<file path="config.mk">
export PLATFORM = sky130hd
export DESIGN_NAME = fifo_wr_arb
export DESIGN_NICKNAME = d
export VERILOG_FILES = /design/src/rtl/fifo_arb_pkg.sv /design/src/rtl/fifo_wr_arb_rr_pick.sv /design/src/rtl/fifo_wr_arb.sv
export SDC_FILE = /design/constraint.sdc
export NUM_CORES = 1
export LEC_CHECK = 0
export CORE_ASPECT_RATIO = 2
export CORE_UTILIZATION = 35
export DETAILED_ROUTE_END_ITERATION = 10
export PLACE_DENSITY = 0.93
export SYNTH_ARGS = -nofsm -noshare
export SYNTH_HDL_FRONTEND = slang
export SYNTH_SLANG_ARGS = --single-unit
</file>
<file path="constraint.sdc">
create_clock -name Clock -period 5.5 [get_ports Clock]
set_input_delay 1.1 -clock Clock [delete_from_list [all_inputs] [get_ports Clock]]
set_output_delay 1.1 -clock Clock [all_outputs]
set_load 0.02 [all_outputs]
</file>
<file path="src/rtl/fifo_arb_pkg.sv">
// Shared constants for the FIFO write arbiter: FSM encoding and parameter defaults.
package fifo_arb_pkg;

  localparam int DEF_DATA_WIDTH = 32;
  localparam int DEF_NUM_REQ    = 4;
  localparam int DEF_CNT_WIDTH  = 16;

  localparam logic [1:0] ST_IDLE   = 2'd0;
  localparam logic [1:0] ST_ACTIVE = 2'd1;
  localparam logic [1:0] ST_GAP    = 2'd2;
  localparam logic [1:0] ST_LOCK   = 2'd3;

  function automatic logic st_can_accept(input logic [1:0] st);
    return (st == ST_IDLE) || (st == ST_ACTIVE);
  endfunction

endpackage

</file>
<file path="src/rtl/fifo_wr_arb_rr_pick.sv">
// Combinational round-robin picker: first requester after LastGrant, wrapping modulo NUM_REQ.
module rr_pick
  import fifo_arb_pkg::*;
#(
  parameter int NUM_REQ = DEF_NUM_REQ
) (
  input  logic [NUM_REQ-1:0]         Req,
  input  logic [$clog2(NUM_REQ)-1:0] LastGrant,
  output logic [NUM_REQ-1:0]         GrantOneHot,
  output logic [$clog2(NUM_REQ)-1:0] GrantIdx,
  output logic                       Any
);

  localparam int IW = $clog2(NUM_REQ);

  logic [IW:0]          start;
  logic [2*NUM_REQ-1:0] req_dbl;
  logic [NUM_REQ-1:0]   req_rot;
  logic [NUM_REQ-1:0]   hit;
  logic [IW:0]          offset;
  logic [IW:0]          idx_sum;
  logic [IW:0]          idx;

  // Rotate so bit 0 of req_rot is the requester right after LastGrant.
  assign start   = {1'b0, LastGrant} + (IW+1)'(1);
  assign req_dbl = {Req, Req} >> start;
  assign req_rot = req_dbl[NUM_REQ-1:0];

  genvar gi;
  generate
    for (gi = 0; gi < NUM_REQ; gi++) begin : g_hit
      if (gi == 0) begin : g_first
        assign hit[gi] = req_rot[gi];
      end else begin : g_rest
        assign hit[gi] = req_rot[gi] & ~(|req_rot[gi-1:0]);
      end
    end
  endgenerate

  always_comb begin
    offset = '0;
    for (int k = 0; k < NUM_REQ; k++) begin
      if (hit[k]) offset = (IW+1)'(k);
    end
    idx_sum = start + offset;
    idx     = (idx_sum >= (IW+1)'(NUM_REQ)) ? idx_sum - (IW+1)'(NUM_REQ) : idx_sum;
  end

  assign Any         = |req_rot;
  assign GrantIdx    = Any ? idx[IW-1:0] : '0;
  assign GrantOneHot = Any ? (NUM_REQ'(1) << idx) : '0;

endmodule

</file>
<file path="src/rtl/fifo_wr_arb.sv">
// Round-robin multi-requester write arbiter in front of an ECC-protected FIFO,
// with half-full throttling, an ECC error lockout and a saturating accept counter.
module fifo_wr_arb
  import fifo_arb_pkg::*;
#(
  parameter int DATA_WIDTH = DEF_DATA_WIDTH,
  parameter int NUM_REQ    = DEF_NUM_REQ,
  parameter int CNT_WIDTH  = DEF_CNT_WIDTH
) (
  input  logic                          Clock,
  input  logic                          Reset,
  input  logic [NUM_REQ-1:0]            ReqValid,
  input  logic [NUM_REQ*DATA_WIDTH-1:0] ReqData,
  output logic [NUM_REQ-1:0]            ReqReady,
  input  logic                          Full_,
  input  logic                          HalfFull_,
  input  logic                          EccError,
  input  logic                          ErrClear,
  output logic                          WriteEn,
  output logic [DATA_WIDTH-1:0]         DataIn,
  output logic [$clog2(NUM_REQ)-1:0]    GrantId,
  output logic                          ErrLatched,
  output logic [CNT_WIDTH-1:0]          AcceptCount
);

  localparam int IW = $clog2(NUM_REQ);

  logic [1:0]           state_q, state_d;
  logic [IW-1:0]        last_grant_q, last_grant_d;
  logic [CNT_WIDTH-1:0] accept_count_q, accept_count_d;

  logic [NUM_REQ-1:0]    pick_oh;
  logic [IW-1:0]         pick_idx;
  logic                  pick_any;
  logic                  accept_ok;
  logic                  accept;
  logic [DATA_WIDTH-1:0] req_word [NUM_REQ];

  genvar gi;
  generate
    for (gi = 0; gi < NUM_REQ; gi++) begin : g_word
      assign req_word[gi] = ReqData[gi*DATA_WIDTH +: DATA_WIDTH];
    end
  endgenerate

  rr_pick #(.NUM_REQ(NUM_REQ)) u_pick (
    .Req         (ReqValid),
    .LastGrant   (last_grant_q),
    .GrantOneHot (pick_oh),
    .GrantIdx    (pick_idx),
    .Any         (pick_any)
  );

  // Reset gates the outputs combinationally so they drop in the same instant.
  always_comb begin
    accept_ok = ~Reset & Full_ & ~EccError & st_can_accept(state_q);
    accept    = accept_ok & pick_any;
    ReqReady  = accept_ok ? pick_oh : '0;
    WriteEn   = |(ReqValid & ReqReady);
    DataIn    = WriteEn ? req_word[pick_idx] : '0;
    GrantId   = WriteEn ? pick_idx : '0;
  end

  assign ErrLatched  = (state_q == ST_LOCK);
  assign AcceptCount = accept_count_q;

  always_comb begin
    state_d = state_q;
    if (EccError) begin
      state_d = ST_LOCK;
    end else begin
      case (state_q)
        ST_IDLE, ST_ACTIVE: state_d = accept ? (HalfFull_ ? ST_ACTIVE : ST_GAP) : ST_IDLE;
        ST_GAP:             state_d = ST_IDLE;
        ST_LOCK:            state_d = ErrClear ? ST_IDLE : ST_LOCK;
        default:            state_d = ST_IDLE;
      endcase
    end

    last_grant_d   = accept ? pick_idx : last_grant_q;
    accept_count_d = accept_count_q;
    if (accept && (accept_count_q != '1)) accept_count_d = accept_count_q + CNT_WIDTH'(1);
  end

  always_ff @(posedge Clock or posedge Reset) begin
    if (Reset) begin
      state_q        <= ST_IDLE;
      last_grant_q   <= IW'(NUM_REQ - 1);
      accept_count_q <= '0;
    end else begin
      state_q        <= state_d;
      last_grant_q   <= last_grant_d;
      accept_count_q <= accept_count_d;
    end
  end

endmodule

</file>
==> flow_results.org <==
** Route
- Post-detailed-route via-to-cell ratio :: 5.657
- The routed design has 10830 um of wire.
- Total via count in the routed design :: 3383
- For this run, design rule violations remaining after detail routing come to 0.
- Avg WL per Cell :: 18.11 um
- The detail route stage leaves a number of antenna-violating nets equal to 0.
- For this run, the detailed router's first-pass iteration total came to 4.
- After the first detailed-routing iteration, the DRC count stood at 232.

** Synth
- Of the synthesized area, sequential elements account for 19.56%.
- Total nets after synthesis :: 458
- Post-Syn Area :: 2571 sq um
- Cell type with the largest total area after synthesis :: dfrtp_1
- Counting distinct cell types in the post-synthesis netlist gives 40.
- Counting flops with a built-in enable in the synthesized netlist gives 0.
- Post-synth top flop :: dfrtp_1
- Sorting the synthesized cells by how often they occur yields nand2_1, o21ai_0, nor2b_1.
- Dominant cells by area after synthesis :: dfrtp_1, a311oi_2, a211oi_1
- For this run, the number of Yosys warnings is 0.
- Synthesis handed over a netlist of 318 instances.
- Fraction of post-synthesis cell area in the top cell type by area :: 17.52%
- Most common cell in the synthesized netlist :: nand2_1
- A synthesized cell averages 8.086 sq um.
- Flop and latch count out of synthesis :: 20
- Of all flip-flops after synthesis, the portion carrying an async set or reset was 100.0%.

** STA
- RSZ-0062 raised after global routing :: no
- After layout, the worst path uses 96.98% of the clock period.
- The number of pins with negative max-slew slack in the final report is 0.
- For the finished layout, the period the worst path requires is 5.334 ns.
- For the pin with the worst max-slew slack, the measured transition is 0.5889 ns.
- After routing, the total negative slack on setup checks comes to 0 ns.
- Based on the critical path, the design can be clocked at up to 0.1875 GHz.
- In this run the tightest slew margin relative to its limit is 60.59%.
- Setup violations remaining at the end of the flow were counted as 0.
- Total count of hold-check failures in the final report :: 0
- Across the routed clock network, the largest skew measured is 0.001971 ns.
- Final hold analysis gives a worst-case slack of 0.5031 ns.

** Power and ir drop
- Power spread over the standard cell area amounts to 424.8 nW/um^2.
- Power after layout :: 2.053 mW
- Leakage power :: 1.852 nW
- VDD sags by at most 0.3913 mV.

** Worst setup path
- In this run the critical register-to-register path is launched from state_q[1].
- Arrival @ worst endpoint :: 4.23 ns
- Critical path endpoint category :: primary output
- Measured in cells, the most critical reg-to-reg path has a length of 6.
- Crit Path Class :: input pin to primary output
- Data required time of the critical path :: 4.40 ns
- CP Launch Type :: input pin
- Top fanout value on the critical path :: 15
- Register-to-Register Setup Slack :: 3.27 ns
- The endpoint identified for the worst register-to-register timing path is AcceptCount[15].

** Clock network
- Number of buffers inserted during clock tree synthesis :: 3
- CTS tree :: built
- The clock drives 20 sinks.
- Clock-pin slew was measured on the worst setup and hold paths at 0.05 ns.
- In this run the deepest clock path goes through 2 buffers.
- Insertion delay to the later sink of the worst-skew pair :: 0.25 ns
- Buffers inserted to repair hold after CTS numbered 0.
- CTS HTree Levels :: 1
- Root cell of the clock tree :: clkbuf_16

** Layout
- With fillers left out, the area of the finished cells amounts to 4832 sq um.
- From synthesis to final layout, the design area changed by 87.93%.
- Cells with a size suffix above 1 make up 13.98% of the layout.
- In the final design database the tool counted 649 nets.
- Once layout is complete, the utilization of the core stands at 69.09%.
- Diodes inserted :: 0

** Worst hold path
- The worst hold path terminates at AcceptCount[6].
- The worst hold path begins at AcceptCount[6].
- Hold Path Stages :: 1
- Tightest Hold Check Type :: register to register

** Placed design
- Port buffering added 193 buffers.
- Standard cell area after detailed placement :: 4723 sq um
- Hpwl dp :: 8351 um
- The congestion estimate from routability-driven global placement came to 0.9018.

** Outcome
- Run status :: finished clean

** GRT
- The initial antenna violation count is 0.
- Across every metal layer, demand over resource in global routing totals 26.98%.
- Wire length of the first global-routing pass :: 16690 um
- Remaining global-route overflow :: 0
- Vias in the first global route :: 3382
- Entering global routing, the biggest net connects 37 pins.

** Floorplan
- The die covers 7714 sq um.
- During I/O placement, the number of pins put on the boundary was 194.
- In this run the horizontal extent of the chip is 62.61 um.
- Once the floorplan was initialized, standard cells occupied 36.76% of the core.
- The floorplan step set the die height to 123.2 um.
- FP Rows :: 43
- The total area inside the core boundary comes to 6994 sq um.

** Job
- Across the run, the number of max-cap violations was 0.
## layout by cell type (no fill, tap or decap), types with 3 or more instances in the layout
cell type,Yosys,final
buf_4,0,17
clkbuf_16,0,3
nand2_1,43,43
clkdlybuf4s50_1,0,185
nor2_1,21,20
buf_12,0,6
inv_1,7,7
a311oi_1,4,4
nor3_1,7,7
xnor2_1,8,8
nor2b_1,33,33
dlymetal6s2s_1,0,8
dfrtp_1,18,18
a311oi_2,28,28
a211oi_1,32,32
a21oi_1,4,4
xor2_1,6,6
o21ai_0,35,35
nand3_1,8,8
## final cells by class
| class | instances | area [sq um] |
|---|---|---|
| inverter | 8 | 30.03 |
| fill | 503 | 2162 |
| multi-input combinational | 260 | 1898 |
| clock buffer | 4 | 88.84 |
| tap | 90 | 112.6 |
| timing repair buffer | 216 | 2200 |
| sequential | 20 | 503.0 |
## through the flow
| step | std cells | setup slack (ns) |
|---|---|---|
| 6_report | 598 | 0.1661 |
| 5_1_grt | 598 | 0.001842 |
| 4_1_cts | 598 | 0.1020 |
| 3_5_place_dp | 594 | 0.1373 |
| 3_3_place_gp | 594 | 0.1750 |
| 2_1_floorplan | 318 | 0.6085 |
## where the power goes
part / switching (mW) / leakage, nW / total (mW) / internal (mW)
registers: 0.0316 / 0.252 / 0.204 / 0.173
clock network: 0.0529 / 0.0442 / 0.164 / 0.111
logic: 0.978 / 1.56 / 1.68 / 0.707
## cells by family after synthesis
| family | count (synthesis) | share of synthesized area (%) |
|---|---|---|
| mux | 5 | 2.968 |
| buf+inv | 38 | 7.153 |
| fa+ha+maj | 2 | 0.9731 |
| xor+xnor | 16 | 6.472 |
| simple gates | 128 | 24.96 |
| flops | 20 | 19.56 |
| compound gates | 109 | 37.91 |
## worst max-delay path, cell delays in order
cell and delay, ns:
clkdlybuf4s50_1 0.45, or4_1 0.52, o221ai_1 0.10, a21oi_1 0.07
ha_2 0.19, xor2_2 0.14, buf_4 0.16, xnor2_4 0.25
mux2i_4 0.32, buf_4 0.29, a311oi_2 0.06, clkdlybuf4s50_1 0.56
## how the worst max path moves through the flow
stage	to	startpoint	slack (ns)
after detailed placement	DataIn[2]	ReqValid[1]	0.14
final	DataIn[9]	ReqValid[1]	0.17
after floorplan	DataIn[0]	ReqValid[1]	0.61
after global placement	DataIn[15]	ReqValid[1]	0.17
after CTS	DataIn[2]	ReqValid[1]	0.10
after global routing	DataIn[23]	ReqValid[2]	0.002
## sequential cells by signal (all words and copies together), names as in the netlist
register / flops
AcceptCount: 16
last_grant_q: 2
state_q: 2
## metal layers
metal | share of wire, % | track usage, % | vias up
li1 | - | - | 1564
met1 | 33 | 26.18 | 1564
met2 | 53 | 52.38 | 213
met3 | 8.7 | 5.812 | 42
met4 | 5.0 | 13.66 | 0
met5 | 0 | 0 | -
## repair_timing
item                       in CTS  in global routing
setup buffers                   0                  0
setup endpoints to repair       0                  8
gates resized for setup         0                  8
Power figures use the tool's default switching activity.
